[config.mk]
export PLATFORM = sky130hd
export DESIGN_NAME = fetch_stage
export DESIGN_NICKNAME = d
export VERILOG_FILES = /design/src/rtl/cpu_types_pkg.sv /design/src/rtl/if_id_latch.sv /design/src/rtl/fetch_stage.sv
export SDC_FILE = /design/constraint.sdc
export NUM_CORES = 1
export LEC_CHECK = 0
export CAP_MARGIN = 30
export CORE_ASPECT_RATIO = 1.1
export CORE_MARGIN = 5
export CORE_UTILIZATION = 45
export CTS_CLUSTER_DIAMETER = 30
export DETAILED_ROUTE_END_ITERATION = 10
export GPL_ROUTABILITY_DRIVEN = 0
export HOLD_SLACK_MARGIN = 0.08
export PLACE_DENSITY = 0.82
export SLEW_MARGIN = 20
export SYNTH_ARGS = -nofsm -noshare
export SYNTH_HDL_FRONTEND = slang
export SYNTH_SLANG_ARGS = --single-unit
[constraint.sdc]
create_clock -name CLK -period 6.2 [get_ports CLK]
set_clock_uncertainty 0.05 [all_clocks]
set_input_delay 0.62 -clock CLK [delete_from_list [all_inputs] [get_ports CLK]]
set_output_delay 0.62 -clock CLK [all_outputs]
set_load 0.01 [all_outputs]
[src/rtl/cpu_types_pkg.sv]
// Shared CPU types: machine word, next-PC select encoding and the opcodes
// the front end has to recognise.
package cpu_types_pkg;

  typedef logic [31:0] word_t;

  typedef enum logic [1:0] {
    PC_SEQ = 2'b00,
    PC_BR  = 2'b01,
    PC_J   = 2'b10,
    PC_JR  = 2'b11
  } pcsrc_t;

  localparam logic [5:0] BEQ  = 6'b000100;
  localparam logic [5:0] BNE  = 6'b000101;
  localparam logic [5:0] J    = 6'b000010;
  localparam logic [5:0] JAL  = 6'b000011;
  localparam logic [5:0] HALT = 6'b111111;

  // Branch displacement is a signed word offset relative to PC+4.
  function automatic word_t branch_target(input word_t pc4, input logic [15:0] imm);
    return pc4 + {{14{imm[15]}}, imm, 2'b00};
  endfunction

endpackage

[src/rtl/if_id_latch.sv]
// IF/ID pipeline register. Stall (wen=0) beats flush, flush beats a fetch,
// and a cycle without ihit leaves a bubble behind.
module if_id_latch
  import cpu_types_pkg::*;
(
  input  logic  CLK,
  input  logic  nRST,
  input  logic  i_wen,
  input  logic  i_flush,
  input  logic  i_ihit,
  input  word_t i_instr,
  input  word_t i_pc4,
  output word_t o_instr,
  output word_t o_pc4,
  output logic  o_valid,
  output logic  o_load
);

  word_t r_instr;
  word_t r_pc4;
  logic  r_valid;

  assign o_load = i_wen && !i_flush && i_ihit;

  // NOTE: sequential state uses non-blocking assignments so every register
  // samples pre-edge values regardless of block ordering.
  always_ff @(posedge CLK or negedge nRST) begin
    if (!nRST) begin
      r_instr <= '0;
      r_pc4   <= '0;
      r_valid <= 1'b0;
    end else if (i_wen) begin
      if (o_load) begin
        r_instr <= i_instr;
        r_pc4   <= i_pc4;
        r_valid <= 1'b1;
      end else begin
        r_instr <= '0;
        r_pc4   <= '0;
        r_valid <= 1'b0;
      end
    end
  end

  assign o_instr = r_instr;
  assign o_pc4   = r_pc4;
  assign o_valid = r_valid;

endmodule

[src/rtl/fetch_stage.sv]
// IF stage: PC register, next-PC selection, sticky halt and the IF/ID latch.
// Redirect targets are resolved from the PC+4 held in IF/ID.
module fetch_stage
  import cpu_types_pkg::*;
#(
  parameter word_t      PC_INIT = 32'h00000000,
  parameter logic [5:0] HALT_OP = 6'b111111
) (
  input  logic        CLK,
  input  logic        nRST,
  input  logic        ihit,
  input  word_t       imemload,
  input  logic        pc_wen,
  input  logic        if_id_wen,
  input  logic        if_id_flush,
  input  logic [1:0]  pc_src,
  input  logic [15:0] branch_imm,
  input  logic [25:0] jump_addr,
  input  word_t       jr_addr,
  output word_t       imemaddr,
  output logic        imemREN,
  output word_t       if_id_instr,
  output word_t       if_id_pc4,
  output logic        if_id_valid,
  output logic [4:0]  id_rs,
  output logic [4:0]  id_rt,
  output logic        halt_fetched
);

  word_t r_pc;
  logic  r_halt;
  word_t w_pc4;
  word_t w_next_pc;
  word_t w_if_id_instr;
  word_t w_if_id_pc4;
  logic  w_load;

  assign w_pc4 = r_pc + 32'd4;

  // NOTE: the default assignment ahead of the case keeps this block purely
  // combinational; without it a missed arm would infer a latch.
  always_comb begin
    w_next_pc = w_pc4;
    case (pcsrc_t'(pc_src))
      PC_SEQ: w_next_pc = w_pc4;
      PC_BR:  w_next_pc = branch_target(w_if_id_pc4, branch_imm);
      PC_J:   w_next_pc = {w_if_id_pc4[31:28], jump_addr, 2'b00};
      PC_JR:  w_next_pc = jr_addr;
    endcase
  end

  always_ff @(posedge CLK or negedge nRST) begin
    if (!nRST) begin
      r_pc <= PC_INIT;
    end else if (pc_wen && !r_halt) begin
      r_pc <= w_next_pc;
    end
  end

  // Halt is raised only by an instruction actually entering IF/ID.
  always_ff @(posedge CLK or negedge nRST) begin
    if (!nRST) begin
      r_halt <= 1'b0;
    end else if (w_load && (imemload[31:26] == HALT_OP)) begin
      r_halt <= 1'b1;
    end
  end

  if_id_latch u_if_id_latch (
    .CLK     (CLK),
    .nRST    (nRST),
    .i_wen   (if_id_wen),
    .i_flush (if_id_flush),
    .i_ihit  (ihit),
    .i_instr (imemload),
    .i_pc4   (w_pc4),
    .o_instr (w_if_id_instr),
    .o_pc4   (w_if_id_pc4),
    .o_valid (if_id_valid),
    .o_load  (w_load)
  );

  assign imemaddr     = r_pc;
  assign imemREN      = ~r_halt;
  assign if_id_instr  = w_if_id_instr;
  assign if_id_pc4    = w_if_id_pc4;
  assign id_rs        = w_if_id_instr[25:21];
  assign id_rt        = w_if_id_instr[20:16];
  assign halt_fetched = r_halt;

endmodule
==> flow_summary_export.csv, run 1 <==
group,metric,value,unit
drt,first_iter_violations,455,
timing,min_period,3.35,ns
critical_path,crit_path_start_kind,"input port",
yosys,synthCells,749,
timing,slew_headroom,0.360,
power,ir_drop,0.000152,V
critical_path,cp-end-kind,"flop",
finish,area_growth_syn_to_layout,37.7,%
timing,setup_viol,0,
clocking,clk_latency,0.36,ns
drt,routed_wl,23400,µm
timing,worst_pin_slew,0.953,ns
timing,fmax,299,MHz
clocking,ctsRootBufferMaster,"clkbuf_16",
timing,hold_violations,0,
drt,ant_nets,0,
power,p_leak,4.01,nW
finish,post-route-util,0.627,
timing,period_share,0.540,
clocking,hold_buffers,0,
drt,drc,0,
place,placedCellCount,1120,
drt,vias_per_cell,5.99,
place,io_buffers,222,
timing,rsz0062_at_grt,"false",
power,p_sw_frac,0.281,
finish,drive_gt1_frac,0.0532,
critical_path,worstPathMaxFanout,15,
floorplanning,num_rows,47,
drt,dr_total_vias,6815,
critical_path,cp.arrival,3.55,ns
timing,slew_violations,0,
finish,fin_nets,1080,
yosys,syn_nets,894,
power,intPower,0.00111,W
power,combPwrFrac,0.199,
place,dp_hpwl,17400,µm
floorplanning,io_pins,223,
timing,whs,0.152,ns
status,status,"complete, no violations",
global_route,grt_max_degree,64,
yosys,synthArstFlopShare,1.00,
critical_path,ff2ff_path_depth,8,
yosys,yosysTopAreaCellShare,0.360,
clocking,cts.path.max_buffers,2,
power,seqPwrFrac,0.438,
global_route,gr-total-overflow,0,
place,place_area,9080,µm²
floorplanning,dieArea,17700,µm²
global_route,antenna_found_initial,1,
yosys,synthFlopType,"dfrtp_1",
yosys,seq_area_frac_synth,0.360,
clocking,cts_tree,"built",
drt,wl_per_cell,20.6,µm
finish,stdcell_area,9370,µm²
floorplanning,initial_core_util,0.456,
power,pwr-share-clk,0.363,
floorplanning,core_region_area,14900,µm²
clocking,cts_post_setup_buffers_inserted,0,
worst_hold_path,hp-class,"in -> async",
drt,drt-pass1-iter-count,5,
finish,final_cells,1137,
flow_run,maxCapViolations,0,
yosys,yosys_register_bits,98,
power,power.switching,0.000432,W
timing,tns,0,ns
clocking,h-tree-depth,3,
yosys,synth_top_area_cell,"dfrtp_1",
critical_path,critPathKind,"in -> reg",
clocking,clk_pin_slew_worst_paths,0.07,ns
power,power_density,164,nW/µm²
critical_path,cp.required,6.40,ns
yosys,netlist-cell-type-count,67,
clocking,clock-sinks,98,
yosys,avgSynthCellArea,9.08,µm²
yosys,synth_edf_count,0,
yosys,syn_area,6800,µm²
global_route,grtUsageTotal,0.261,
yosys,synth.area.top_cells,"dfrtp_1, a22o_1, ha_1",
global_route,grt_pass1_wl,37000,µm
floorplanning,die_y,139,µm
clocking,cts_resized,0,
clocking,cts_made_buffers,9,
global_route,grt_pass1_vias,6845,
floorplanning,die_x,127,µm
yosys,ys_warn_count,0,
-- through the flow --
step	setup slack, ns	total power, W
CTS	2.94	0.00154
detailed placement	2.57	0.000989
finish	2.85	0.00154
global placement	2.63	0.000983
global route	2.62	0.00159
floorplan	3.41	0.000821
-- power groups by stage --
| stage | logic [W] | clock network [W] | registers (W) |
|---|---|---|---|
| final | 0.000305 | 0.000559 | 0.000674 |
| after global routing | 0.000330 | 0.000588 | 0.000676 |
| after CTS | 0.000305 | 0.000562 | 0.000673 |
| after detailed placement | 0.000304 | 0 | 0.000686 |
| after global placement | 0.000299 | 0 | 0.000685 |
| after floorplan | 0.000131 | 0 | 0.000690 |
-- logic make-up (layout without fill, tap and decap cells) --
family                   after synthesis  in the layout  synth area share
XOR/XNOR                              49             49            0.0631
AO/OA/AOI/OAI                        263            263             0.268
multiplexers                          34             34            0.0565
AND/OR/NAND/NOR                      204            204             0.146
flip-flops                            98             98             0.360
adder cells (fa/ha/maj)               31             31            0.0581
other                                  0              1                 0
buffers and inverters                 70            261            0.0482
-- state kept, by name, indices dropped and copies added (netlist names) --
register               flops
imemaddr                  32
u_if_id_latch.o_pc4       32
halt_fetched               1
u_if_id_latch.o_instr     32
u_if_id_latch.o_valid      1
-- per-layer routing --
layer	share of wire	vias to the layer above	wire length, µm	track usage
li1	-	3185	-	-
met1	0.41	3273	9650	0.339
met2	0.48	301	11300	0.426
met3	0.076	56	1780	0.0485
met4	0.032	0	757	0.112
met5	0	-	0	0
-- cells in the mapped netlist, types with 5 or more instances --
cell type,instances
a31oi_1,5
buf_2,6
nand3_1,25
and3_1,7
nor2b_1,5
xor2_1,23
buf_4,12
buf_1,6
a211oi_1,5
nand4_1,8
clkbuf_1,30
inv_1,12
o2bb2ai_1,8
o31ai_1,5
a22o_1,58
a21oi_1,71
nor3_1,10
nand2_1,73
mux2i_1,26
o21a_1,10
dfrtp_1,98
nor2_1,46
o22ai_1,12
ha_1,30
xnor2_1,26
o21ai_0,34
a32oi_1,7
nor4_1,5
o221ai_1,5
a21o_1,6
mux2_2,5
-- critical path, stage by stage --
cell and delay [ns]:
clkdlybuf4s50_1 0.78, ha_1 0.62, nand4_1 0.17, nor4_1 0.22
o21ai_0 0.16, a311oi_1 0.49, nor2_1 0.18, a211o_1 0.29
-- layout by cell type, fill, tap and decap left out, drive strengths merged, types with 13 or more instances in the layout --
cell,count
xnor2,26
nand3,27
nor2,46
inv,15
ha,30
clkdlybuf4s50,220
a22o,58
dfrtp,98
o21ai,34
nor3,13
xor2,23
mux2i,26
nand2,73
a21oi,71
-- area by class of cell --
class | instances | area, µm²
Fill cell | 1261 | 5570
Antenna cell | 1 | 2.50
Clock inverter | 6 | 47.5
Multi-Input combinational cell | 581 | 4030
Inverter | 13 | 48.8
Clock buffer | 10 | 239
Sequential cell | 98 | 2450
Timing Repair Buffer | 232 | 2300
Tap cell | 196 | 245
-- path summary, 6_finish.rpt --
kind / slack [ns] / end / start
worst max-delay path: 2.85 / imemaddr[27] / branch_imm[15]
worst min-delay path: 0.15 / u_if_id_latch.o_instr[17] / nRST
worst max register to register: 3.15 / imemaddr[26] / imemaddr[2]
worst min register to register: 0.44 / u_if_id_latch.o_valid / u_if_id_latch.o_valid
max in group asynchronous: 4.73 / u_if_id_latch.o_pc4[16] / nRST
min in group CLK: 0.44 / u_if_id_latch.o_valid / u_if_id_latch.o_valid
Note: power is estimated with default switching activity, not from simulation.
==> run 2: changes to the inputs <==
Settings changed: CORE_UTILIZATION 45 to 43.
Clock period 6.2 ns to 2.8 ns, I/O delays scaled along.
==> run 2 against run 1 <==
Compared with the run above:
- via count grew 6.0%
- worst hold slack gained 0.25 ns
- clock-buffer cell count shrank 1
- routed wire length up 5.7%
- largest cell class unchanged
==> flow_summary_export.csv, run 2 (synthesized netlist as in run 1, its figures left out) <==
group,metric,value,unit
finish,fin_nets,1157,
drt,top_layer,"met4",
place,io_buffers,222,
global_route,antenna_found_initial,0,
clocking,h-tree-depth,3,
power,seqPwrFrac,0.423,
timing,whs,0.404,ns
timing,period_share,0.956,
power,intPower,0.00256,W
floorplanning,initial_core_util,0.436,
finish,mostFrequentLayoutCells,"clkdlybuf4s50_1, dfrtp_1, buf_4, nand2_1, a21oi_1",
floorplanning,core_region_area,15600,µm²
critical_path,cp-end-kind,"flop",
clocking,clock-sinks,98,
clocking,ctsRootBufferMaster,"clkbuf_16",
power,power,0.00353,W
timing,slew_violations,0,
critical_path,crit_path_start_kind,"flop",
clocking,clk_pin_slew_worst_paths,0.07,ns
drt,routed_wl,24800,µm
floorplanning,io_pins,223,
clocking,cts.path.max_buffers,2,
worst_hold_path,hp-class,"in -> async",
finish,area_growth_syn_to_layout,46.8,%
power,power.switching,0.000967,W
power,power_density,353,nW/µm²
clocking,cts_made_buffers,9,
timing,worst_pin_slew,0.589,ns
floorplanning,die_y,142,µm
power,ir_drop,0.000323,V
status,status,"complete, no violations",
finish,final_cells,1216,
drt,first_iter_violations,622,
drt,drc,0,
finish,post-route-util,0.640,
global_route,gr-total-overflow,0,
drt,vias_per_cell,5.94,
drt,met3WireLength,1860,µm
critical_path,cp.required,2.99,ns
clocking,clk_latency,0.36,ns
drt,drt-met1-wl,9930,µm
critical_path,critPathKind,"reg -> reg",
floorplanning,num_rows,48,
floorplanning,dieArea,18400,µm²
global_route,grt_max_degree,57,
power,combPwrFrac,0.211,
drt,wl_met2,12300,µm
drt,ant_nets,0,
finish,antenna_cells,0,
power,p_leak,4.39,nW
timing,setup_viol,0,
timing,hold_violations,0,
place,dp_hpwl,19000,µm
timing,slew_headroom,0.604,
finish,drive_gt1_frac,0.126,
floorplanning,die_x,130,µm
clocking,cts_post_setup_buffers_inserted,0,
clocking,cts_tree,"built",
timing,min_period,2.68,ns
place,post-place-ws,-0.210,ns
global_route,grt_pass1_vias,7283,
power,pwr-share-clk,0.366,
global_route,grt_pass1_wl,39200,µm
finish,final_common_cell,"clkdlybuf4s50_1",
drt,dr_total_vias,7226,
timing,fin_ws,0.123,ns
drt,wl_per_cell,20.4,µm
timing,rsz0062_at_grt,"false",
flow_run,maxCapViolations,0,
drt,drt-pass1-iter-count,7,
power,p_sw_frac,0.274,
place,placedCellCount,1200,
global_route,grtUsageTotal,0.269,
timing,fmax,374,MHz
critical_path,worstPathMaxFanout,3,
critical_path,cp.arrival,2.86,ns
-- run 2: changes by cell type in the layout (fill, tap and decap cells not counted), sizes merged --
cell	previous run	this run
buf	12	88
clkinv	3	0
bufinv	0	1
clkbuf	10	9
clkinvlp	1	2
diode	1	0
dlygate4sd3	0	1
inv	15	16
-- run 2: final timing paths --
| kind | end | from | slack (ns) | depth (start not counted) |
|---|---|---|---|---|
| setup reg to reg | imemaddr[28] | u_if_id_latch.o_pc4[2] | 0.12 | 9 |
| setup / recovery | imemaddr[28] | u_if_id_latch.o_pc4[2] | 0.12 | 9 |
| min in group CLK | u_if_id_latch.o_valid | u_if_id_latch.o_valid | 0.44 | 1 |
| hold / removal | u_if_id_latch.o_instr[17] | nRST | 0.40 | 2 |
| hold reg to reg | u_if_id_latch.o_valid | u_if_id_latch.o_valid | 0.44 | 1 |
| max in group asynchronous | imemaddr[4] | nRST | 1.56 | 3 |
-- run 2: repair_timing --
action / CTS / global route
hold endpoints to repair: 42 / 0
setup endpoints to repair: 0 / 4
gates resized for setup: 0 / 3
hold buffers: 1 / 0
-- run 2: area by class of cell --
type                       instances  area, µm²
clock inverter                     6       71.3
inverter                          13       48.8
sequential                        98       2450
multi-input combinational        581       4050
clock buffer                       9        225
timing repair buffer             309       2900
fill                            1307       5630
tap                              200        250
-- run 2: routing by layer --
layer	vias up	GRT usage
li1	3338	-
met1	3503	0.357
met2	331	0.449
met3	54	0.0379
met4	0	0.0990
met5	-	0
-- run 2: power groups by stage --
stage,sequential [W],combinational [W],clock [W]
after floorplan,0.00153,0.000289,0
after global placement,0.00151,0.000727,0
after detailed placement,0.00152,0.000738,0
after CTS,0.00149,0.000744,0.00130
after global routing,0.00150,0.000803,0.00136
final,0.00149,0.000745,0.00129
-- run 2: worst max-delay path: stages, from the launching register on --
cell and delay [ns]:
dfrtp_1 0.42, ha_1 0.23, fa_2 0.38, a211o_1 0.36, a211o_1 0.33, a21oi_1 0.19
nand2_1 0.10, a31oi_1 0.22, xor2_1 0.19, a21oi_1 0.09
-- run 2: through the flow --
stage | setup TNS [ns] | area (µm²)
detailed placement | -1.18 | 9670
CTS | 0 | 9970
finish | 0 | 9990
global placement | -0.906 | 9670
global route | 0 | 9990
floorplan | 0 | 6800
